File: src/rtl/instruction_fetch.sv
// instruction_fetch: issues word fetches to instruction memory and queues returned words for decode.
// Latency: a grant in cycle N with rvalid in N+1 gives if_valid in N+2; the buffer never bypasses.
// Backpressure: credits stop requests once buffered entries plus outstanding requests reach BUF_DEPTH.
//
// Ports:
//   clk, rst_n                         clock, asynchronous active-low reset
//   imem_req/imem_addr/imem_gnt        fetch request channel (address word-aligned)
//   imem_rvalid/imem_rdata             in-order read response channel
//   redirect_valid/redirect_pc         control-flow redirect (flushes buffer, discards in-flight)
//   if_valid/if_instr/if_pc/id_ready   instruction handoff to decode
// Optional feature macro: IF_JUMP_PREDECODE_EN (a transferred J-type word, opcode 6'h02,
// redirects fetch internally; an external redirect in the same cycle wins).
module instruction_fetch #(
  parameter logic [31:0] RESET_PC  = 32'h0000_0000,
  parameter int          BUF_DEPTH = 2
) (
  input  logic        clk,
  input  logic        rst_n,
  output logic        imem_req,
  output logic [31:0] imem_addr,
  input  logic        imem_gnt,
  input  logic        imem_rvalid,
  input  logic [31:0] imem_rdata,
  input  logic        redirect_valid,
  input  logic [31:0] redirect_pc,
  output logic        if_valid,
  output logic [31:0] if_instr,
  output logic [31:0] if_pc,
  input  logic        id_ready
);

  // Storage is sized for the largest legal depth; only BUF_DEPTH slots are ever used.
  logic [31:0] buf_instr [4];
  logic [31:0] buf_pc    [4];

  logic [31:0] fetch_pc;   // next address to request
  logic [31:0] resp_pc;    // address of the next response that will be kept
  logic [2:0]  buf_cnt;
  logic [2:0]  out_cnt;    // requests granted but not yet answered (kept + discarded)
  logic [2:0]  disc_cnt;   // leading outstanding responses that must be dropped
  logic [1:0]  rd_ptr;
  logic [1:0]  wr_ptr;
  logic        started;    // holds off requests until the first edge after reset release

  logic        pop;
  logic        grant;
  logic        rsp_ok;
  logic        rsp_drop;
  logic        push;
  logic        redir;
  logic [31:0] redir_tgt;
  logic [2:0]  occ;
  logic [2:0]  out_nxt;

  function automatic logic [1:0] ptr_inc(input logic [1:0] p);
    return (p == 2'(BUF_DEPTH - 1)) ? 2'd0 : p + 2'd1;
  endfunction

  assign if_valid  = (buf_cnt != 3'd0);
  assign if_instr  = if_valid ? buf_instr[rd_ptr] : 32'h0;
  assign if_pc     = if_valid ? buf_pc[rd_ptr]    : 32'h0;
  assign pop       = if_valid & id_ready;
  assign imem_addr = {fetch_pc[31:2], 2'b00};

`ifdef IF_JUMP_PREDECODE_EN
  logic        jump_take;
  logic [31:0] pc_plus4;
  assign pc_plus4  = if_pc + 32'd4;
  assign jump_take = pop & (if_instr[31:26] == 6'h02) & ~redirect_valid;
  assign redir     = redirect_valid | jump_take;
  assign redir_tgt = redirect_valid ? redirect_pc
                                    : {pc_plus4[31:28], if_instr[25:0], 2'b00};
`else
  assign redir     = redirect_valid;
  assign redir_tgt = redirect_pc;
`endif

  // The entry leaving this cycle frees its slot immediately, so a steady stream
  // with id_ready=1 keeps one request in flight per cycle.
  assign occ      = buf_cnt - {2'b00, pop} + out_cnt;
  assign imem_req = started & ~redir & (occ < 3'(BUF_DEPTH));
  assign grant    = imem_req & imem_gnt;

  // A response with nothing outstanding (e.g. left over from before reset) is ignored.
  assign rsp_ok   = imem_rvalid & (out_cnt != 3'd0);
  assign rsp_drop = rsp_ok & (disc_cnt != 3'd0);
  assign push     = rsp_ok & ~rsp_drop & ~redir;
  assign out_nxt  = out_cnt + {2'b00, grant} - {2'b00, rsp_ok};

  always_ff @(posedge clk or negedge rst_n) begin
    if (!rst_n) begin
      fetch_pc <= RESET_PC;
      resp_pc  <= RESET_PC;
      buf_cnt  <= 3'd0;
      out_cnt  <= 3'd0;
      disc_cnt <= 3'd0;
      rd_ptr   <= 2'd0;
      wr_ptr   <= 2'd0;
      started  <= 1'b0;
    end else begin
      started <= 1'b1;
      out_cnt <= out_nxt;
      if (redir) begin
        // Everything still in flight after this edge belongs to the old path.
        buf_cnt  <= 3'd0;
        rd_ptr   <= 2'd0;
        wr_ptr   <= 2'd0;
        fetch_pc <= redir_tgt;
        resp_pc  <= redir_tgt;
        disc_cnt <= out_nxt;
      end else begin
        if (grant)    fetch_pc <= fetch_pc + 32'd4;
        if (rsp_drop) disc_cnt <= disc_cnt - 3'd1;
        if (push) begin
          wr_ptr  <= ptr_inc(wr_ptr);
          resp_pc <= resp_pc + 32'd4;
        end
        if (pop) rd_ptr <= ptr_inc(rd_ptr);
        buf_cnt <= buf_cnt + {2'b00, push} - {2'b00, pop};
      end
    end
  end

  always_ff @(posedge clk) begin
    if (push) begin
      buf_instr[wr_ptr] <= imem_rdata;
      buf_pc[wr_ptr]    <= {resp_pc[31:2], 2'b00};
    end
  end

endmodule

File: config.mk
export PLATFORM = sky130hd
export DESIGN_NAME = instruction_fetch
export DESIGN_NICKNAME = d
export VERILOG_FILES = /design/src/rtl/instruction_fetch.sv
export SDC_FILE = /design/constraint.sdc
export NUM_CORES = 1
export LEC_CHECK = 0
export ABC_AREA = 1
export CORE_MARGIN = 4
export CORE_UTILIZATION = 40
export DETAILED_ROUTE_END_ITERATION = 12
export GPL_TIMING_DRIVEN = 0
export PLACE_DENSITY = 0.68
export SYNTH_ARGS = -nofsm -noshare
export SYNTH_HDL_FRONTEND = slang
export SYNTH_SLANG_ARGS = --single-unit
File: constraint.sdc
create_clock -name clk -period 15.9 [get_ports clk]
set_input_delay 4.77 -clock clk [delete_from_list [all_inputs] [get_ports clk]]
set_output_delay 4.77 -clock clk [all_outputs]
set_load 0.005 [all_outputs]
==> flow_summary.ini, run 1 <==
[yosys]
async_flop_share = 0.230
ys.flop_type = edfxtp_1
syn-cell-area_sq_mm = 0.0146
synth_cell_types = 33
synth_top_area_cell = edfxtp_1
synth.top_cells.by_count = nor2_1 (332), nand2_1 (286), edfxtp_1 (248)
synth_warnings = 0
ys_ff_latch = 322
yosys.area.top_type_share = 0.509
yosysMostFrequentCell = nor2_1
yosys-top-cells-area = edfxtp_1 (51%), dfrtp_1 (13%), nor2_1 (8.5%)
syn_avg_cell_area_sq_um = 9.77
netlist_instances = 1497
yosysSeqAreaShare = 0.636
synth_edf_count = 248

[routing]
viasPerCell = 5.22
via_count = 11500
wl_per_cell_um = 18.0
drt_iter0_markers = 758
first_pass_iters = 5
wl_um = 39700
postRouteAntennaNets = 0
drc = 0

[critical_path]
r2r_end = disc_cnt[2]
rrSetupSlack_ns = 11.29
crit_path_start_kind = input port
slowest_delay_ns = 0.49
path_buf_inv = 3
required_ns = 11.13
slowest_stage = clkdlybuf4s50_1
cp_max_fo = 5
crit_top_cell = nand2_1
criticalPathCategory = input port to primary output
cp.arrival_ns = 7.21
r2r-start = buf_cnt[2]
reg2reg_depth = 23
critPathTopFamily = buffers and inverters
crit_chain = clkdlybuf4s50_1 -> nand2_1 -> nor2_1 -> o21ai_0 -> fa_1 -> xnor2_1 -> nand2_1 -> nand2_2 -> nand2_1 -> inv_1 -> clkdlybuf4s50_1
crit_path_end_kind = primary output

[placement]
dpl.hpwl_um = 27900
dpl_cell_area_sq_mm = 0.0171
globalplace.congestion = 0.897
port_buffers = 160

[pwr]
p_leak_uw = 0.00689
total_power_uw = 2680
power_density_mw_per_mm2 = 146
peakVddDrop_mv = 0.0667

[timing]
fmax_ghz = 0.0835
fin_crit_sh = 0.753
rsz0062_at_grt = no
slew_violations = 0
relSlewSlack = 0.442
fin_hold_ws_ns = 0.578
timing.final.crit_period_ns = 11.98
finalSetupTns_ns = 0
finClkSkew_ns = 0.0186
finalHoldViolCount = 0
finalSetupViolCount = 0
worst_pin_slew_ns = 0.832

[clocking]
cts.sinks = 322
cts_tree = built
cts-htree-levels = 2
ctsHoldBuffers = 0
postCtsSetupBuffers = 0
clockBufferDepth = 3
cts_inserted_buffers = 35
ctsResizeCount = 0
clk_pin_slew_ns = 0.06
insertion_delay_ns = 0.51
cts_root_buffer = clkbuf_16

[min_path]
hold_depth = 2
hp-class = register to register
hp-start = fetch_pc[3]
min_to = fetch_pc[3]

[global_route]
grt_util_met3 = 0.0283
use_met1 = 0.268
overflow = 0
grtUsageMet2 = 0.333
antenna_found_initial = 0
grt_start_max_net_pins = 47
top_usage_layer = met2
grt_pass1_vias = 11600
grt_first_pass_wirelength_um = 62000
track_usage = 0.198

[layout]
layout.nets = 1796
final_cell_area_sq_mm = 0.0183
drive_gt1_frac = 0.0735
syn_to_final_growth_pct = 25.0
fillCellCount = 3191

[floorplanning]
rows = 69
core_sq_mm = 0.0358
die_x_um = 199
die_h_um = 199
io_pins = 168
die_area_sq_mm = 0.0397
initial_core_util = 0.408

[job]
drv_cap = 0

[status]
outcome = finished, final reports clean
==> layout make-up <==
class,instances,area (sq um),area share
clock inverters,16,228,0.0124
plain buffers,68,319,0.0174
inverters,79,297,0.0162
well taps,461,577,0.0315
repair buffers,178,1860,0.101
diodes,1,2.50,0.000137
flip-flops and latches,322,9300,0.508
multi-input cells,1031,4750,0.260
clock buffers,47,963,0.0527
==> power breakdown <==
part	leakage [uW]	switching [uW]	internal, uW
Clock	0.000579	318	523
Sequential	0.00314	85.3	986
Combinational	0.00317	426	337
Total	0.00689	830	1850
==> sequential cells by signal, summed over array words and instances (netlist names) <==
name	flops
out_cnt	3
started	1
disc_cnt	3
buf_pc	120
resp_pc	30
wr_ptr	2
fetch_pc	30
buf_instr	128
rd_ptr	2
buf_cnt	3
==> per-layer routing <==
| metal | up-vias | part of all wire |
|---|---|---|
| li1 | 5470 | - |
| met5 | - | 0 |
| met3 | 67 | 0.069 |
| met2 | 438 | 0.48 |
| met4 | 0 | 0.028 |
| met1 | 5526 | 0.43 |
==> kinds of logic after synthesis <==
logic type,share of synthesized area
AO/OA/AOI/OAI,0.0834
adder cells (fa/ha/maj),0.0109
AND/OR/NAND/NOR,0.210
other,0.000513
buffers and inverters,0.0421
XOR/XNOR,0.0174
flip-flops,0.636
==> cell usage in the layout, fill, tap and decap left out, drive strengths merged <==
cell             n
a21oi           69
nand4            9
bufinv           6
or2              3
conb             5
ha               8
o211ai           6
xor2            18
a31oi            3
edfxtp         248
xnor2           11
dfrtp           74
o21ai          150
nor2           342
o21bai           7
fa               3
a21o             1
nand2          291
clkbuf          86
nor3             5
inv             79
diode            1
nand3b          11
buf             48
clkdlybuf4s50  159
nand3           89
clkinv           9
clkinvlp         1
==> through the flow <==
stage | util | setup slack (ns) | instances
after floorplan | - | 5.18 | 1500
after global placement | 0.469 | 1.80 | 2121
after detailed placement | 0.477 | 3.88 | 2139
after CTS | 0.511 | 3.87 | 2202
after global routing | 0.511 | 3.75 | 2202
final | 0.511 | 3.92 | 2203
==> worst reg2reg max path, cell delays in order (launching register included) <==
cell,delay (ns)
dfrtp_1,0.43
nor2_1,0.11
inv_1,0.06
nor2_2,0.53
inv_2,0.07
nand2_1,0.27
inv_1,0.10
nor2_1,0.09
o21ai_0,0.10
fa_1,0.43
xnor2_1,0.17
nand2_1,0.08
nand2_2,0.09
nand3_4,0.16
buf_2,0.27
ha_1,0.30
inv_1,0.06
ha_1,0.12
inv_1,0.04
fa_1,0.37
xnor2_1,0.21
xor2_1,0.25
nand2_1,0.08
a31oi_1,0.14
==> worst max path at each step <==
| stage | start | to | cells past startpoint |
|---|---|---|---|
| finish | id_ready | imem_req | 11 |
| CTS | id_ready | imem_req | 11 |
| global route | id_ready | imem_req | 11 |
| floorplan | id_ready | imem_req | 9 |
| detailed placement | id_ready | imem_req | 11 |
| global placement | imem_rvalid | buf_instr[1][27] | 7 |
Note: power is estimated with default switching activity, not from simulation.
==> run 2, diff against run 1 <==
PLACE_DENSITY = 0.7   (was 0.68)
clock period = 10.23 ns   (was 15.9 ns; I/O delays follow)
==> run 2 against run 1 <==
  * Clock skew is 0.0038 ns lower
  * Power rose by 51%
  * Sequential cell count unchanged
  * Sequential power is 56% higher
  * Global-route usage is 0.30 points lower
  * Die area is the same
  * Sequential share of layout area rose by 0.33 points
  * Wire length down 1.3%
  * First-iteration DRC count increased by 26%
  * Clock-buffer cell count grew 1
  * Largest power group unchanged
==> flow_summary.ini, run 2 (synthesis gave the netlist of run 1 again) <==
[pwr]
seqPwrFrac = 0.412
clkPwrFrac = 0.295
power_density_mw_per_mm2 = 222
comb_power_share = 0.293
p_int_uw = 2740
p_leak_uw = 0.00682
swShare = 0.321
peakVddDrop_mv = 0.119
p_switching_uw = 1300

[critical_path]
crit_chain = clkdlybuf4s50_1 -> nand2_1 -> nor2_1 -> o21ai_0 -> fa_1 -> xnor2_1 -> nand2_1 -> nand2_2 -> nand2_1 -> inv_1 -> clkdlybuf4s50_1
cp.arrival_ns = 5.46
crit_top_cell = nand2_1
startpoint = id_ready
r2r-start = buf_cnt[2]
crit_path_end_kind = primary output
slowest_stage = clkdlybuf4s50_1
reg2reg_depth = 23
slowest_delay_ns = 0.49
crit_path_start_kind = input port
r2r_end = disc_cnt[2]
rrSetupSlack_ns = 5.64
criticalPathCategory = input port to primary output
required_ns = 7.16
cp_max_fo = 5

[routing]
first_pass_iters = 5
via_count = 11400
wl_per_cell_um = 17.8
drc = 0
viasPerCell = 5.18
drt_iter0_markers = 957
postRouteAntennaNets = 0
wl_um = 39200

[placement]
dpl_cell_area_sq_mm = 0.0171
placedCellCount = 2139
port_buffers = 160
globalplace.congestion = 0.901
dpl.hpwl_um = 27600

[global_route]
grt_pass1_vias = 11300
track_usage = 0.195
grt_first_pass_wirelength_um = 61000
overflow = 0
grt_start_max_net_pins = 40
antenna_found_initial = 0

[timing]
slew_violations = 0
finalHoldViolCount = 0
timing.final.crit_period_ns = 8.52
fmax_ghz = 0.117
fin_crit_sh = 0.833
finalSetupTns_ns = 0
finClkSkew_ns = 0.0148
rsz0062_at_grt = no
worst_pin_slew_ns = 0.727
relSlewSlack = 0.515
finalSetupViolCount = 0

[layout]
final_common_cell = nor2_1
drive_gt1_frac = 0.0729
biggestRegsByFlops = buf_instr x128, buf_pc x120
final_cell_mix = nor2_1 (330), nand2_1 (286), edfxtp_1 (248)
syn_to_final_growth_pct = 24.2
top_register = buf_instr
largest_reg_flops = 128
fin_cells = 2204
final_cell_area_sq_mm = 0.0182
layout.nets = 1796

[floorplanning]
initial_core_util = 0.408
die_area_sq_mm = 0.0397
io_pins = 168
core_sq_mm = 0.0358
die_x_um = 199
rows = 69
die_h_um = 199

[clocking]
cts.sinks = 322
postCtsSetupBuffers = 0
cts_inserted_buffers = 35
cts_root_buffer = clkbuf_16
cts_tree = built
insertion_delay_ns = 0.51
ctsResizeCount = 0
clk_pin_slew_ns = 0.06
cts-htree-levels = 2
clockBufferDepth = 3
ctsHoldBuffers = 0

[status]
outcome = finished, final reports clean

[min_path]
min_to = disc_cnt[1]
hold_depth = 2
hp-start = disc_cnt[1]
hp-class = register to register

[job]
drv_cap = 0
## run 2: changes by cell type in the layout (fill, tap and decap cells not counted), sizes merged
cell and delta:
clkbuf +1, clkinvlp +2, clkinv +2, inv +1
bufinv -5
## run 2: final cells by class
type | instances | area (sq um)
diodes | 1 | 2.50
plain buffers | 68 | 319
clock buffers | 48 | 956
clock inverters | 16 | 133
fillers | 3168 | 17700
inverters | 79 | 297
multi-input cells | 1031 | 4750
flip-flops and latches | 322 | 9300
well taps | 461 | 577
repair buffers | 178 | 1840
## run 2: power by group through the flow
stage | sequential [uW] | combinational [uW] | clock (uW)
global placement | 1690 | 1160 | 0
global route | 1680 | 1310 | 1270
finish | 1670 | 1180 | 1190
CTS | 1660 | 1200 | 1210
floorplan | 1650 | 596 | 0
detailed placement | 1690 | 1190 | 0
## run 2: through the flow
| stage | hold slack (ns) | util | setup WS [ns] | total power, uW |
|---|---|---|---|---|
| after floorplan | 0.496 | - | 1.90 | 2240 |
| after global placement | 0.540 | 0.469 | -2.14 | 2850 |
| after detailed placement | 0.549 | 0.477 | 1.67 | 2880 |
| after CTS | 0.563 | 0.507 | 1.66 | 4070 |
| after global routing | 0.614 | 0.507 | 1.54 | 4270 |
| final | 0.559 | 0.507 | 1.71 | 4040 |
## run 2: per-layer routing
| layer | part of all wire | GRT usage |
|---|---|---|
| met5 | 0 | 0 |
| met2 | 0.47 | 0.323 |
| met1 | 0.43 | 0.269 |
| met3 | 0.080 | 0.0298 |
| met4 | 0.025 | 0.0534 |
## run 2: worst max path at each step
| stage | slack [ns] | cells past startpoint | endpoint |
|---|---|---|---|
| after global placement | -2.14 | 7 | buf_instr[1][23] |
| after floorplan | 1.90 | 6 | buf_instr[1][0] |
| after CTS | 1.66 | 11 | imem_req |
| final | 1.71 | 11 | imem_req |
| after global routing | 1.54 | 11 | imem_req |
| after detailed placement | 1.67 | 11 | imem_req |
## run 2: worst max-delay path, delay by kind of cell
kind | cells | cell delay, ns
AOI/OAI and AO/OA | 1 | 0.14
xor gates and xnor gates | 1 | 0.16
adders and majority gates | 1 | 0.43
buffers and inverters | 3 | 1.00
and+or+nand+nor | 5 | 0.65
==> run 3, diff against run 2 <==
clock period = 7.6 ns   (was 10.23 ns; I/O delays follow)
==> results of run 3 <==
Same layout as run 2 (identical final DEF). Status: finished, final reports clean.
Main changes from that run: setup slack after placement 1.67 ns -> 0.616 ns; setup slack after layout 1.71 ns -> 0.653 ns; register-to-register setup slack 5.64 ns -> 3.01 ns; total power 4040 uW -> 5440 uW; worst IR drop on VDD 0.119 mV -> 0.160 mV
